**src/rtl/l1c_arb_pkg.sv**
```systemverilog
// Shared types and constants for the L1 I/D-cache memory-port arbiter.
`ifndef DATA_BITS
`define DATA_BITS 32
`endif
`ifndef CACHE_TYPE_BITS
`define CACHE_TYPE_BITS 3
`endif

package l1c_arb_pkg;

  // Arbiter ownership states: nobody, I-cache, or D-cache holds the port.
  typedef enum logic [1:0] {
    ARB_IDLE  = 2'd0,
    ARB_OWN_I = 2'd1,
    ARB_OWN_D = 2'd2
  } arb_state_e;

  // Default burst lengths: a line fill is 4 read beats, a write-through is 1 beat.
  localparam int LINE_BEATS_DEF = 4;
  localparam int WR_BEATS_DEF   = 1;

  // Bit positions of the two requesters in the round-robin request/grant vectors.
  localparam int REQ_I = 0;
  localparam int REQ_D = 1;

  // Encoding of the last-granted requester register.
  localparam logic LAST_I = 1'b0;
  localparam logic LAST_D = 1'b1;

endpackage

```
**src/rtl/l1c_mem_arbiter_rr_pick2.sv**
```systemverilog
// Combinational two-way round-robin pick. A lone requester always wins;
// on a tie the requester that was not granted last time wins.
module rr_pick2
  import l1c_arb_pkg::*;
(
  input  logic [1:0] req,
  input  logic       last,
  output logic [1:0] gnt
);

  // Pick a single winner (one-hot) or nobody when neither side requests.
  always_comb begin
    gnt = 2'b00;
    case (req)
      2'b01:   gnt = 2'b01;
      2'b10:   gnt = 2'b10;
      2'b11:   gnt = (last == LAST_D) ? 2'b01 : 2'b10;
      default: gnt = 2'b00;
    endcase
  end

endmodule

```
**src/rtl/l1c_mem_arbiter.sv**
```systemverilog
// Shares the single CPU-wrapper memory port between the L1 I-cache and
// L1 D-cache. The grant is registered, held for a whole line fill or one
// write-through beat, and always returns through IDLE so the other side
// gets the next turn. The request itself is never latched: while a side
// owns the port its signals are forwarded combinationally.
module l1c_mem_arbiter
  import l1c_arb_pkg::*;
#(
  parameter int LINE_BEATS = LINE_BEATS_DEF,
  parameter int WR_BEATS   = WR_BEATS_DEF
) (
  input  logic                        clk,
  input  logic                        rst,

  input  logic                        I_req,
  input  logic [`DATA_BITS-1:0]       I_addr,
  input  logic                        I_write,
  input  logic [`DATA_BITS-1:0]       I_in,
  input  logic [`CACHE_TYPE_BITS-1:0] I_type,
  output logic                        I_wait,
  output logic [`DATA_BITS-1:0]       I_out,

  input  logic                        D_req,
  input  logic [`DATA_BITS-1:0]       D_addr,
  input  logic                        D_write,
  input  logic [`DATA_BITS-1:0]       D_in,
  input  logic [`CACHE_TYPE_BITS-1:0] D_type,
  output logic                        D_wait,
  output logic [`DATA_BITS-1:0]       D_out,

  output logic                        M_req,
  output logic [`DATA_BITS-1:0]       M_addr,
  output logic                        M_write,
  output logic [`DATA_BITS-1:0]       M_in,
  output logic [`CACHE_TYPE_BITS-1:0] M_type,
  input  logic                        M_wait,
  input  logic [`DATA_BITS-1:0]       M_out
);

  // The beat counter must be able to hold LINE_BEATS itself so it can saturate.
  localparam int CNT_BITS = $clog2(LINE_BEATS + 1);
  localparam logic [CNT_BITS-1:0] LAST_RD_BEAT = CNT_BITS'(LINE_BEATS - 1);
  localparam logic [CNT_BITS-1:0] LAST_WR_BEAT = CNT_BITS'(WR_BEATS - 1);
  localparam logic [CNT_BITS-1:0] CNT_MAX      = CNT_BITS'(LINE_BEATS);

  arb_state_e          state;
  logic [CNT_BITS-1:0] beat_cnt;
  logic                last_grant;

  logic [1:0]          gnt;
  logic                own_i;
  logic                own_d;
  logic                owned;
  logic                sel_req;
  logic                sel_write;
  logic                beat_done;
  logic                last_beat;
  logic                release_grant;

  // Round-robin choice made while IDLE; bit REQ_I is the I-cache, REQ_D the D-cache.
  rr_pick2 u_pick (
    .req  ({D_req, I_req}),
    .last (last_grant),
    .gnt  (gnt)
  );

  // Ownership is qualified by reset so the port is let go the instant reset asserts.
  assign own_i = rst && (state == ARB_OWN_I);
  assign own_d = rst && (state == ARB_OWN_D);
  assign owned = own_i || own_d;

  // Beat-completion and release decisions for whichever side currently owns the port.
  always_comb begin
    sel_req   = 1'b0;
    sel_write = 1'b0;
    if (own_i) begin
      sel_req   = I_req;
      sel_write = I_write;
    end else if (own_d) begin
      sel_req   = D_req;
      sel_write = D_write;
    end
    beat_done     = owned && sel_req && !M_wait;
    last_beat     = sel_write ? (beat_cnt == LAST_WR_BEAT) : (beat_cnt == LAST_RD_BEAT);
    release_grant = owned && (!sel_req || (beat_done && last_beat));
  end

  // Arbitration FSM with the beat counter and last-grant memory.
  always_ff @(posedge clk or negedge rst) begin
    if (!rst) begin
      state      <= ARB_IDLE;
      beat_cnt   <= '0;
      last_grant <= LAST_D;
    end else begin
      case (state)
        ARB_IDLE: begin
          beat_cnt <= '0;
          if (gnt[REQ_I]) begin
            state <= ARB_OWN_I;
          end else if (gnt[REQ_D]) begin
            state <= ARB_OWN_D;
          end
        end
        ARB_OWN_I,
        ARB_OWN_D: begin
          if (release_grant) begin
            state      <= ARB_IDLE;
            beat_cnt   <= '0;
            last_grant <= (state == ARB_OWN_I) ? LAST_I : LAST_D;
          end else if (beat_done && (beat_cnt != CNT_MAX)) begin
            beat_cnt <= beat_cnt + CNT_BITS'(1);
          end
        end
        default: begin
          state    <= ARB_IDLE;
          beat_cnt <= '0;
        end
      endcase
    end
  end

  // Output mux: the owner sees the wrapper directly, the other side just stalls.
  always_comb begin
    M_req   = 1'b0;
    M_addr  = '0;
    M_write = 1'b0;
    M_in    = '0;
    M_type  = '0;
    I_wait  = I_req;
    D_wait  = D_req;
    I_out   = '0;
    D_out   = '0;
    if (own_i) begin
      M_req   = I_req;
      M_addr  = I_addr;
      M_write = I_write;
      M_in    = I_in;
      M_type  = I_type;
      I_wait  = M_wait;
      I_out   = M_out;
    end else if (own_d) begin
      M_req   = D_req;
      M_addr  = D_addr;
      M_write = D_write;
      M_in    = D_in;
      M_type  = D_type;
      D_wait  = M_wait;
      D_out   = M_out;
    end
  end

endmodule
```
**config.mk**
```make
export PLATFORM = sky130hd
export DESIGN_NAME = l1c_mem_arbiter
export DESIGN_NICKNAME = d
export VERILOG_FILES = /design/src/rtl/l1c_arb_pkg.sv /design/src/rtl/l1c_mem_arbiter_rr_pick2.sv /design/src/rtl/l1c_mem_arbiter.sv
export SDC_FILE = /design/constraint.sdc
export NUM_CORES = 1
export LEC_CHECK = 0
export ABC_AREA = 1
export CORE_AREA = 2 2 120 122
export CTS_CLUSTER_SIZE = 8
export DETAILED_ROUTE_END_ITERATION = 12
export DIE_AREA = 0 0 122 124
export PLACE_DENSITY_LB_ADDON = 0.25
export SYNTH_ARGS = -nofsm -noshare
export SYNTH_HDL_FRONTEND = slang
export SYNTH_SLANG_ARGS = --single-unit
export TNS_END_PERCENT = 30
```
**constraint.sdc**
```tcl
create_clock -name clk -period 3.6 [get_ports clk]
set_input_delay 0.54 -clock clk [delete_from_list [all_inputs] [get_ports clk]]
set_output_delay 0.54 -clock clk [all_outputs]
set_load 0.01 [all_outputs]
```
After elaboration in Yosys (flattened, before gate mapping)
Index checks and enable logic that the tools add are counted.
{"block": "op_classes", "n_addsub": 1, "multipliers": 0, "div": 0, "magnitude_cmp": 0, "eq_ne": 10, "n_shift": 0, "muxes": 27, "n_bitwise": 0, "reduce_logical": 16}
{"operator": "$mux 32", "n": 7}
{"operator": "$mux 3", "n": 5}
{"operator": "$mux 1", "n": 9}
{"operator": "$ne 3x3->1 const B", "n": 3}
{"operator": "$mux 2", "n": 4}
{"operator": "$logic_and 1x1->1", "n": 7}
{"operator": "$eq 2x2->1 const B", "n": 3}
{"operator": "$pmux 2 s3", "n": 1}
{"operator": "$eq 2x1->1 const B", "n": 2}
{"operator": "$pmux 2 s2", "n": 1}
{"operator": "$reduce_and 2->1", "n": 2}
{"operator": "$add 3x1->3 const B", "n": 1}
{"operator": "$eq 3x2->1 const B", "n": 1}
{"operator": "$logic_not 3->1", "n": 1}
{"operator": "$logic_not 1->1", "n": 2}
{"operator": "$logic_not 2->1", "n": 1}
{"operator": "$logic_or 1x1->1", "n": 2}
{"operator": "$ne 2x2->1 const B", "n": 1}
{"operator": "$reduce_or 2->1", "n": 1}
{"block": "totals", "regBits": 6, "latch_bits": 0, "mem_bits_rw": 0, "romBits": 0, "input_bits": 173, "out_inout_bits": 135, "wordCells": 57, "memories": 0}

Longest topological paths before layout
Gate-level depths: netlist (run 1).
{"block": "depth", "ltp_word": 11, "mapped_depth": 14, "mapped_depth_nobuf": 14}

Hierarchy
From an unflattened synthesis (run 1), not the netlist that was laid out.
{"block": "unflattened", "cells_unflattened": 260, "hier_area_um2": 1585.3}
{"mod": "l1c_mem_arbiter", "instances": 1, "cells_per_inst": 255, "area_each_um2": 1564.0, "seq_area_each_um2": 151.4}
{"mod": "rr_pick2", "instances": 1, "cells_per_inst": 5, "area_each_um2": 21.3, "seq_area_each_um2": 0.0}

Worst setup path after synthesis (run 1)
Ideal clock, no wire load.
{"block": "synth_timing", "path_type": "register -> output", "start": "reg state[1]", "end": "out M_addr[10]", "arrival_ns": 1.446, "required_time_ns": 3.060, "slack_ns": 1.614, "stages_incl_launch_ff": 9, "path_buffers": 2, "cell_sequence": "dfrtp_1 -> inv_1 -> ha_1 -> inv_1 -> nand3_2 -> inv_1 -> buf_4 -> buf_2 -> a22o_1"}
{"block": "synth_via", "elab_chain_len": 4, "elab_cells_between_ends": 6, "classes_between": "2 x eq/ne; 2 x mux; 2 x reduce/logical"}
{"element": "from (decl)", "line_no": "l1c_mem_arbiter.sv:46", "text": "arb_state_e state;"}
{"element": "from (signal assigned)", "line_no": "l1c_mem_arbiter.sv:91", "text": "state <= ARB_IDLE;"}
{"element": "from (signal assigned)", "line_no": "l1c_mem_arbiter.sv:99", "text": "state <= ARB_OWN_I;"}
{"element": "from (signal assigned)", "line_no": "l1c_mem_arbiter.sv:101", "text": "state <= ARB_OWN_D;"}
{"element": "$eq 2x2->1", "line_no": "l1c_mem_arbiter.sv:69", "text": "assign own_d = rst && (state == ARB_OWN_D);"}
{"element": "$logic_and 1x1->1", "line_no": "l1c_mem_arbiter.sv:69"}
{"element": "$mux 32", "line_no": "l1c_mem_arbiter.sv:141", "text": "end else if (own_d) begin"}
{"element": "$mux 32 *", "line_no": "l1c_mem_arbiter.sv:133", "text": "if (own_i) begin"}
{"element": "to (decl)", "line_no": "l1c_mem_arbiter.sv:32", "text": "output logic [`DATA_BITS-1:0] M_addr,"}
Every way passes the cells marked *; elsewhere a longest branch is shown, timed or not.

Worst setup path in the final report (run 1)
{"block": "layout_timing", "start": "in rst", "end": "out M_addr[4]"}
{"block": "layout_via", "elab_chain_len": 3, "elab_cells_between_ends": 4, "classes_between": "2 x mux; 2 x reduce/logical"}
{"element": "from (decl)", "line_no": "l1c_mem_arbiter.sv:13", "text": "input logic rst,"}
{"element": "$logic_and 1x1->1", "line_no": "l1c_mem_arbiter.sv:69"}
{"element": "$mux 32", "line_no": "l1c_mem_arbiter.sv:141"}
{"element": "$mux 32 *", "line_no": "l1c_mem_arbiter.sv:133"}
Marked as above.

==> metrics.md, run 1 <==
| Metric | Value |
|---|---|
| Non-filler cells, final | 734 |
| Cells after Synth | 258 |
| Count leader, synth | nor2_1 |
| Critical Path End | M_addr[4] |
| Worst hold start | state[1] |
| Comb pwr share | 82.5% |
| Final Setup Violations | 0 |
| Row count | 43 |
| Area added between synthesis and finish | 214% |
| Top post-synthesis cells by area | a22o_1, nor2_1, inv_1 |
| Core ar. | ~14000 um^2 |
| Critical path peak fanout | 68 |
| Critical path data arrival time | about 2400 ps |
| 1st-iter DRT viols | between 100 and 150 |
| Initial antenna violation count | 0 |
| Port bufs | just over 300 |
| Fin nets | ~730 |
| Internal power | 1.00 mW |
| Post-route ant nets | 0 |
| Postcts setup bufs | 0 |
| Max-Cap Viols | 0 |
| Sw Pwr | 0.673 mW |
| Global-route wire length before repair | between 15 and 20 mm |
| Largest net degree at the start of global routing | 69 |
| Tcrit/Tclk final | roughly four fifths |
| Post-synth ARST share | 100% |
| Layout cells sized above 1 | about 3.2% |
| Critical path startpoint category | input port |
| Max VDD drop | 0.000362 V |
| H-tree levels | 1 |
| CTS Buf Count | 3 |
| Dpl ws | a little over 700 ps |
| Lkg Pwr | between 2 and 2.5 nW |
| Routed length per placed instance | 17.3 um |
| Sequential area share after synthesis | between 9 and 10% |
| Starting density of the core | between 10% and 20% |
| Via count | roughly 2900 |
| Clock slew at the register clock pins of the worst setup and hold paths | around 40 ps |
| Die width | between 100 and 150 um |
| Vias in the first global route | approximately 2800 |
| Tightest Pin Transition | roughly 410 ps |
| RSZ-0062 raised after global routing | no |
| Finished Core Util | 35.8% |
| Min-delay worst type | flip-flop to flip-flop |
| Most area-hungry cell type in the Yosys netlist | a22o_1 |
| Total GRT Usage | roughly 15% |
| PwrDens | 341 nW/um^2 |
| Clock power share | a little under an eighth |
| TritonRoute pass-1 iters | 4 |
| Switching portion of total power | roughly 40% |
| Final GP Congestion | between 0.8 and 0.9 |
| IO Pins | 308 |
| Synth Area per Inst | between 6 and 7 um^2 |
| GRT overflow | 0 |
| Final Critical Period | 2900 ps |
| Unique cell type count in the Yosys netlist | 22 |
| RR Startpoint | state[1] |
| Critical Path Sink Type | primary output |
| Status | complete, no violations |
| Area of the mapped netlist | between 1500 and 2000 um^2 |
| Crit path from | rst |
| Number of synthesized flops with an enable pin | 0 |
| Max-slew headroom | 72.8% |
| Final wirelength | around 13 mm |
| Fin. max-slew vios | 0 |
| Die Y | 124 um |
| Max Fclk | between 0.3 and 0.4 GHz |
| Via density | between 4 and 5 |
| WP data required | ~3100 ps |
| Final Hold Fails | 0 |
| ANT cells | 0 |
| Setup_tns | 0 ps |
| Top_reg_cell synth | dfrtp_1 |
| CTS tree | done |
| Kind of critical path | input port to primary output |
| Bufs on Longest Clock Path | 2 |
| Syn_nets | 437 |
| Post-route DRC | 0 |
| Yosys warnings | 0 |
| Hpwl dp | around 10 mm |
| CTS Hold Bufs | 0 |
| Skew final | ~1.9 ps |
| Power Total | 1.68 mW |
| Area share of the largest cell type after synthesis | between 30% and 40% |
| Clk_lat worst skew | about 240 ps |
| Flop pwr share | under 10% |
| Die area | about 15000 um^2 |
| FF-to-FF path depth | 13 |
| Top post-synthesis cells by count | nor2_1, a22o_1, inv_1 |
| Seq cells post-synth | 6 |
| Post-cts gate resize count | 0 |
| Final worst slack | slightly below 700 ps |
| R2r setup slk | about 1600 ps |
| CTS sink count | 6 |
| CTS Root Cell | clkbuf_16 |
| Dpl cells | 730 |
| R2r endpoint | state[1] |
==> cells by family (layout without fill, tap and decap cells) <==
| logic type | after synthesis | count (layout) | share of synthesized area (%) |
|---|---|---|---|
| AND/OR/NAND/NOR | 99 | 99 | 25.7 |
| buffers and inverters | 71 | 367 | 18.3 |
| adder cells (fa/ha/maj) | 6 | 6 | 4.80 |
| flip-flops | 6 | 6 | 9.67 |
| AO/OA/AOI/OAI | 75 | 75 | 41.0 |
| XOR/XNOR | 1 | 1 | 0.560 |
==> placed cells by master, fill, tap and decap left out <==
cell             synthesis  final
clkbuf_1                 9      1
a21oi_1                  4      4
or2_0                    1      1
buf_12                   0      2
nand2_2                  2      2
clkdlybuf4s50_1          0    306
nand2_4                  1      1
nand2_1                 19     19
dfstp_2                  1      1
inv_1                   49     48
inv_2                    1      2
buf_4                    1      5
xor2_1                   1      1
nor2_1                  68     68
a22o_1                  67     67
o21ai_0                  3      3
clkbuf_16                0      3
o22ai_4                  1      1
ha_1                     6      6
nand3_1                  7      7
dfrtp_1                  5      5
nand3_2                  1      1
==> per-layer routing <==
layer / vias up / track usage [%] / routed length, um
li1: 1451 / - / -
met1: 1361 / 20.2 / 5450
met2: 134 / 24.8 / 6200
met5: - / 0 / 0
met3: 3 / 2.34 / 1030
met4: 0 / 1.51 / 40
==> area by class of cell <==
type / instances / area, um^2
clock buffer: 4 / 78.8
sequential: 6 / 151
tap: 180 / 225
inverter: 50 / 188
timing repair buffer: 313 / 3140
multi-input combinational: 181 / 1130
fill: 1421 / 8810
==> metrics by stage <==
stage	hold WS [ps]	area (um^2)
2_1_floorplan	244	1570
3_3_place_gp	494	4830
3_5_place_dp	497	4830
4_1_cts	506	4910
5_1_grt	553	4910
6_report	504	4910
==> flip-flops by register name (all words and copies together), names as in the netlist <==
register,cells
state,2
beat_cnt,3
last_grant,1
==> power groups by stage <==
stage	Clock, mW	Sequential, mW	Combinational (mW)
6_report	0.194	0.0988	1.38
5_1_grt	0.201	0.102	1.48
4_1_cts	0.195	0.0989	1.40
3_5_place_dp	0	0.0997	1.38
3_3_place_gp	0	0.0993	1.39
2_1_floorplan	0	0.0970	0.582
==> worst min-delay path by stage <==
stage	to	cells after the start
finish	state[1]	2
floorplan	beat_cnt[0]	0
detailed placement	state[0]	2
global placement	state[0]	2
CTS	state[0]	2
global route	state[0]	2
==> worst max-delay path, stage by stage <==
cell,delay [ps]
clkdlybuf4s50_1,550
nand2_2,80
inv_2,70
buf_12,260
a22o_1,230
clkdlybuf4s50_1,570
Power figures use the tool's default switching activity.
==> run 2, diff against run 1 <==
--- a/config.mk
+++ b/config.mk
@@ -6,10 +6,10 @@
 export NUM_CORES = 1
 export LEC_CHECK = 0
 export ABC_AREA = 1
-export CORE_AREA = 2 2 120 122
+export CORE_AREA = 2 2 119 121
 export CTS_CLUSTER_SIZE = 8
 export DETAILED_ROUTE_END_ITERATION = 12
-export DIE_AREA = 0 0 122 124
+export DIE_AREA = 0 0 121 123
 export PLACE_DENSITY_LB_ADDON = 0.25
 export SYNTH_ARGS = -nofsm -noshare
 export SYNTH_HDL_FRONTEND = slang
==> constraint.sdc (replaced) <==
create_clock -name clk -period 2.9 [get_ports clk]
set_input_delay 0.435 -clock clk [delete_from_list [all_inputs] [get_ports clk]]
set_output_delay 0.435 -clock clk [all_outputs]
set_load 0.01 [all_outputs]
==> run 2 against run 1 <==
  * Total power increased by 24%
  * Clock skew fell by 1.0 ps
  * Cell count is 0.54% higher
  * Via count down 0.17%
  * Critical path depth stayed put
  * Sequential power increased by 24%
  * Global-route usage is 0.75 points lower
  * Critical path type unchanged
  * Largest power group unchanged
  * Sequential cell count stayed put
  * Clock-buffer cell count unchanged
==> metrics.md, run 2 (same netlist as run 1, synthesis figures left out) <==
| Metric | Value |
|---|---|
| Status | complete, no violations |
| Cell depth of the worst hold path | 2 (unchanged) |
| Fin nets | 737 (+0.41%) |
| Max reg flops | 3 (unchanged) |
| Hpwl dp | 9.75 mm (-6.4%) |
| Starting density of the core | 11.5% (+0.090 points) |
| Tightest Pin Transition | 315 ps (-92.7 ps) |
| Max-slew headroom | 79.0% (+6.2 points) |
| Port bufs | 307 (unchanged) |
| Setup_tns | 0 ps (unchanged) |
| CTS Buf Count | 3 (unchanged) |
| FF-to-FF path depth | 12 (-1) |
| Critical Path Sink Type | primary output |
| Most frequent cells in the layout | clkdlybuf4s50_1, nor2_1, a22o_1, inv_1, nand2_1 |
| H-tree levels | 1 (unchanged) |
| Worst hold start | last_grant |
| Final Hold Fails | 0 (unchanged) |
| Top reg by flops | beat_cnt |
| Final Critical Period | 2770 ps |
| TritonRoute pass-1 iters | 5 (+1) |
| 1st-iter DRT viols | 162 (+10%) |
| Global-route wire length before repair | 16.2 mm (-3.8%) |
| Via count | 2944 (-0.17%) |
| Initial antenna violation count | 1 (+1) |
| Largest net degree at the start of global routing | 64 (-7.2%) |
| Critical-path cell list | clkdlybuf4s50_1 -> nand2_2 -> inv_2 -> buf_12 -> a22o_1 -> clkdlybuf4s50_1 |
| Crit path buffers/inverters | 4 (unchanged) |
| Via density | 3.99 (-0.71%) |
| Critical path peak fanout | 63 (-7.4%) |
| Crit-path leading delay family | buffers and inverters |
| CTS Root Cell | clkbuf_16 |
| Min-Delay Endpoint | last_grant |
| PwrDens | 419 nW/um^2 (+23%) |
| Die Y | 123 um (-0.81%) |
| Core ar. | 13600 um^2 (-0.78%) |
| Max VDD drop | 0.000427 V (+18%) |
| Area added between synthesis and finish | 216% |
| Vias in the first global route | 2836 (+2.4%) |
| Final GP Congestion | 0.894 (+6.1%) |
| CTS Hold Bufs | 0 (unchanged) |
| Total GRT Usage | 13.9% (-0.75 points) |
| CP peak stage delay | 600 ps (+30 ps) |
| R2r setup slk | 1130 ps (-510 ps) |
| R2r endpoint | state[1] |
| Kind of critical path | input port to primary output |
| Max-Cap Viols | 0 (unchanged) |
| Most common cell after layout, fill and taps aside | clkdlybuf4s50_1 |
| Fin. max-slew vios | 0 (unchanged) |
| Top cell by count, worst path | clkdlybuf4s50_1 |
| Critical path data arrival time | 2330 ps (-30 ps) |
| Post-route ant nets | 0 (unchanged) |
| Routed length per placed instance | 16.1 um (-6.9%) |
| Die area | 14900 um^2 (-1.6%) |
| Layout cells sized above 1 | 3.59% (+0.34 points) |
| RSZ-0062 raised after global routing | no |
| Final Setup Violations | 0 (unchanged) |
| Row count | 43 (unchanged) |
| Critical path startpoint category | input port |
| Max Fclk | between 0.3 and 0.4 GHz |
| Clock slew at the register clock pins of the worst setup and hold paths | 30 ps (about the same) |
| RR Startpoint | state[1] |
| Min-delay worst type | flip-flop to flip-flop |
| GRT overflow | 0 (unchanged) |
| Postcts setup bufs | 0 (unchanged) |
| Post-cts gate resize count | 0 (unchanged) |
| Skew final | 0.885 ps (-1.00 ps) |
| Tcrit/Tclk final | between 90% and 100% |
| Clk_lat worst skew | 230 ps (about the same) |
| Die width | 121 um (-0.82%) |
| CTS tree | done |
| IO Pins | 308 (unchanged) |
| Dpl cells | 733 (+0.41%) |
| Final wirelength | 11.9 mm (-6.4%) |
| Slowest stage cell on the critical path | clkdlybuf4s50_1 |
| Post-route DRC | 0 (unchanged) |
| Lkg Pwr | 2.08 nW (+0.73%) |
| Biggest regs | beat_cnt x3, state x2, last_grant x1 |
| Bufs on Longest Clock Path | 2 (unchanged) |
| WP data required | 2470 ps (-590 ps) |
| CTS sink count | 6 (unchanged) |
| Non-filler cells, final | 738 (+0.54%) |
run 2: cell types whose count changed in the layout (fill, tap and decap cells not counted):
cell	delta
buf_4	+1
clkdlybuf4s50_1	+1
diode_2	+1
buf_12	+1
run 2: worst max path at each step:
stage	depth (start not counted)	start	slack, ps	endpoint
global route	6	rst	30	M_type[2]
global placement	6	rst	150	M_addr[22]
floorplan	8	state[1]	1020	M_addr[10]
detailed placement	6	rst	120	M_addr[22]
finish	6	rst	130	M_addr[2]
CTS	6	rst	110	M_addr[22]
run 2: layer usage:
metal	wire length, um	global-route usage, %	up-vias
li1	-	-	1456
met1	4690	16.9	1335
met2	5990	24.9	142
met3	1070	3.51	11
met4	149	2.25	0
met5	0	0	-
run 2: final cells by class:
class | instances | area (um^2)
multi-input cells | 181 | 1130
inverters | 50 | 188
fillers | 1415 | 8660
diodes | 1 | 2.50
repair buffers | 316 | 3180
well taps | 180 | 225
flip-flops and latches | 6 | 151
clock buffers | 4 | 78.8
run 2: worst reg2reg max path, stage by stage (launching register included):
cell     delay [ps]
dfrtp_1         360
inv_1            70
ha_1            210
inv_1            90
nand3_2         100
buf_4           230
o22ai_4         200
nand2_1          80
nand2_1          90
nand2_2         100
nand2_1          90
nand2_1          50
nand2_1          50
run 2: stage by stage:
stage | total power [mW] | hold WS, ps | area, um^2 | utilization, % | worst slack [ps]
floorplan | 0.843 | 139 | 1570 | - | 1020
global placement | 1.85 | 493 | 4870 | 35.8 | 145
detailed placement | 1.85 | 504 | 4870 | 35.8 | 124
CTS | 2.10 | 512 | 4950 | 36.4 | 111
global route | 2.21 | 537 | 4950 | 36.4 | 26.0
finish | 2.07 | 503 | 4950 | 36.4 | 130
run 2: power by group:
group	total (mW)	switching (mW)	internal (mW)
Clock	0.233	0.0501	0.183
Sequential	0.123	0.0127	0.110
Combinational	1.72	0.747	0.971
Total	2.07	0.809	1.26
==> run 3, diff against run 2 <==
--- a/config.mk
+++ b/config.mk
@@ -6,10 +6,13 @@
 export NUM_CORES = 1
 export LEC_CHECK = 0
 export ABC_AREA = 1
-export CORE_AREA = 2 2 119 121
+export CELL_PAD_IN_SITES_DETAIL_PLACEMENT = 1
+export CELL_PAD_IN_SITES_GLOBAL_PLACEMENT = 1
+export CORE_MARGIN = 2
+export CORE_UTILIZATION = 10
 export CTS_CLUSTER_SIZE = 8
 export DETAILED_ROUTE_END_ITERATION = 12
-export DIE_AREA = 0 0 121 123
+export GPL_TIMING_DRIVEN = 1
 export PLACE_DENSITY_LB_ADDON = 0.25
 export SYNTH_ARGS = -nofsm -noshare
 export SYNTH_HDL_FRONTEND = slang
==> constraint.sdc (replaced) <==
create_clock -name clk -period 2.8 [get_ports clk]
set_input_delay 0.42 -clock clk [delete_from_list [all_inputs] [get_ports clk]]
set_output_delay 0.42 -clock clk [all_outputs]
set_load 0.01 [all_outputs]
==> run 3 against run 2 <==
  * Clock power increased by 5%
  * Core utilization decreased by 3.6 points
  * Clock skew increased by 0.67 ps
  * Combinational power increased by 8%
  * Worst setup slack got worse by 0.71 ps
  * First-iteration DRC count decreased by 49%
  * Cell count increased by 3.9%
  * Critical endpoint is now M_addr[22]
==> metrics.md, run 3 (same netlist as run 1, synthesis figures left out) <==
| Metric | Value |
|---|---|
| Status | complete, no violations |
| Tcrit/Tclk final | approximately 95% |
| IO Pins | 308 (unchanged) |
| Post-cts gate resize count | 0 (unchanged) |
| Critical path peak fanout | 35 (-44%) |
| Largest net degree at the start of global routing | 38 (-41%) |
| Filler cells | 1852 (+31%) |
| CTS Root Cell | clkbuf_16 |
| Final instance area | 5010 um^2 (+1.1%) |
| Port bufs | 307 (unchanged) |
| Final worst slack | 130 ps (-0.712 ps) |
| Setup_tns | 0 ps (unchanged) |
| Dpl cells | 763 (+4.1%) |
| Finished Core Util | 32.8% (-3.6 points) |
| Critical Path Sink Type | primary output |
| Top reg by flops | beat_cnt |
| Starting density of the core | 10.3% (-1.2 points) |
| Vias in the first global route | 3348 (+18%) |
| Initial antenna violation count | 0 (-1) |
| Final wirelength | 14.0 mm (+18%) |
| Switching portion of total power | 40.5% (+1.5 points) |
| Lkg Pwr | 2.09 nW (+0.73%) |
| Most common cell after layout, fill and taps aside | clkdlybuf4s50_1 |
| Max VDD drop | 0.000206 V (-52%) |
| Die area | 16700 um^2 (+12%) |
| Clock slew at the register clock pins of the worst setup and hold paths | 40 ps (about the same) |
| Final Critical Period | between 2000 and 3000 ps |
| Hpwl dp | 11.5 mm (+18%) |
| Final GP Congestion | 0.824 (-7.8%) |
| Max Fclk | 0.374 GHz |
| Clk_lat worst skew | 230 ps (about the same) |
| RSZ-0062 raised after global routing | no |
| Via density | 3.99 (+0.14%) |
| Tightest Pin Transition | 421 ps (+106 ps) |
| CTS sink count | 6 (unchanged) |
| Layout cells sized above 1 | 3.42% (-0.17 points) |
| Global-route wire length before repair | 19.8 mm (+22%) |
| Non-filler cells, final | 767 (+3.9%) |
| Postcts setup bufs | 0 (unchanged) |
| Via count | 3064 (+4.1%) |
| Placed Area | 4930 um^2 (+1.2%) |
| Total GRT Usage | 15.4% (+1.6 points) |
| Area added between synthesis and finish | 220% |
| GRT overflow | 0 (unchanged) |
| Max-Cap Viols | 0 (unchanged) |
| Hold Slack | 27.9 ps (-475 ps) |
| Core ar. | 15300 um^2 (+12%) |
| Post-route ant nets | 0 (unchanged) |
| Final Setup Violations | 0 (unchanged) |
| Die Y | 129 um (+5.0%) |
| Comb pwr share | 83.2% (+0.4 points) |
| 1st-iter DRT viols | 82 (-49%) |
| Fin nets | 736 (-0.14%) |
| Bufs on Longest Clock Path | 2 (unchanged) |
| Post-route DRC | 0 (unchanged) |
| CTS Buf Count | 3 (unchanged) |
| Max-slew headroom | 71.9% (-7.0 points) |
| Power Total | 2.22 mW (+7.1%) |
| PwrDens | 444 nW/um^2 (+5.9%) |
| Flop pwr share | 5.8% (about the same) |
| Routed length per placed instance | 18.3 um (+13%) |
| CTS Hold Bufs | 0 (unchanged) |
| Skew final | 1.56 ps (+0.675 ps) |
| Internal power | 1.32 mW (+4.5%) |
| Die width | 129 um (+6.7%) |
| Biggest regs | beat_cnt x3, state x2, last_grant x1 |
| Critical path startpoint category | flip-flop |
| ANT cells | 0 (-1) |
| H-tree levels | 1 (unchanged) |
| Fin. max-slew vios | 0 (unchanged) |
| Max reg flops | 3 (unchanged) |
| Most frequent cells in the layout | clkdlybuf4s50_1, nor2_1, a22o_1, inv_1, nand2_1 |
| Final Hold Fails | 0 (unchanged) |
| WP data required | 2380 ps (-90 ps) |
| Row count | 45 (+4.7%) |
| TritonRoute pass-1 iters | 4 (-1) |
| Min-delay worst type | input port to asynchronous set/reset pin |
| CTS tree | done |
| Critical path data arrival time | 2250 ps (-80 ps) |
| Clock power share | 11.0% (-0.2 points) |
| Sw Pwr | 0.900 mW (+11%) |
| Kind of critical path | flip-flop to primary output |
| Dpl ws | 13.9 ps (-111 ps) |
[run 3: cell count changes in the layout (fill, tap and decap cells not counted), sizes merged]
| cell | change |
|---|---|
| buf | -1 |
| clkdlybuf4s50 | -1 |
| diode | -1 |
| dlymetal6s2s | +1 |
[run 3: power groups by stage]
stage | clock network [mW] | registers [mW] | logic [mW]
after floorplan | 0 | 0.125 | 0.749
after global placement | 0 | 0.129 | 1.85
after detailed placement | 0 | 0.130 | 1.86
after CTS | 0.248 | 0.129 | 1.89
after global routing | 0.256 | 0.132 | 1.99
final | 0.244 | 0.129 | 1.85
[run 3: final timing paths]
kind                       cells after the start         end      from  slack, ps
min in group clk                               2    state[1]  state[1]        520
min                                            1    state[0]       rst         30
min reg2reg                                    2    state[1]  state[1]        520
max in group asynchronous                      2  last_grant       rst       2320
max reg2reg                                   13    state[0]  state[1]        770
max                                            7  M_addr[22]  state[0]        130
[run 3: per-layer routing]
layer	track usage (%)	share of wire [%]
met5	0	0
met4	2.88	1.7
met3	4.25	10
met2	28.5	49
met1	17.9	39
[run 3: area by class of cell]
type	count	area (um^2)	share of cell area [%]
multi-input combinational	181	1130	22.5
clock buffer	4	78.8	1.57
inverter	50	188	3.75
timing repair buffer	315	3200	63.9
tap	211	264	5.27
sequential	6	151	3.02
[run 3: worst max-delay path, cell delays in order, from the launching register on]
cell	delay, ps
dfrtp_1	400
inv_1	100
ha_1	210
nand3_2	140
inv_2	140
buf_12	220
a22o_1	240
clkdlybuf4s50_1	570
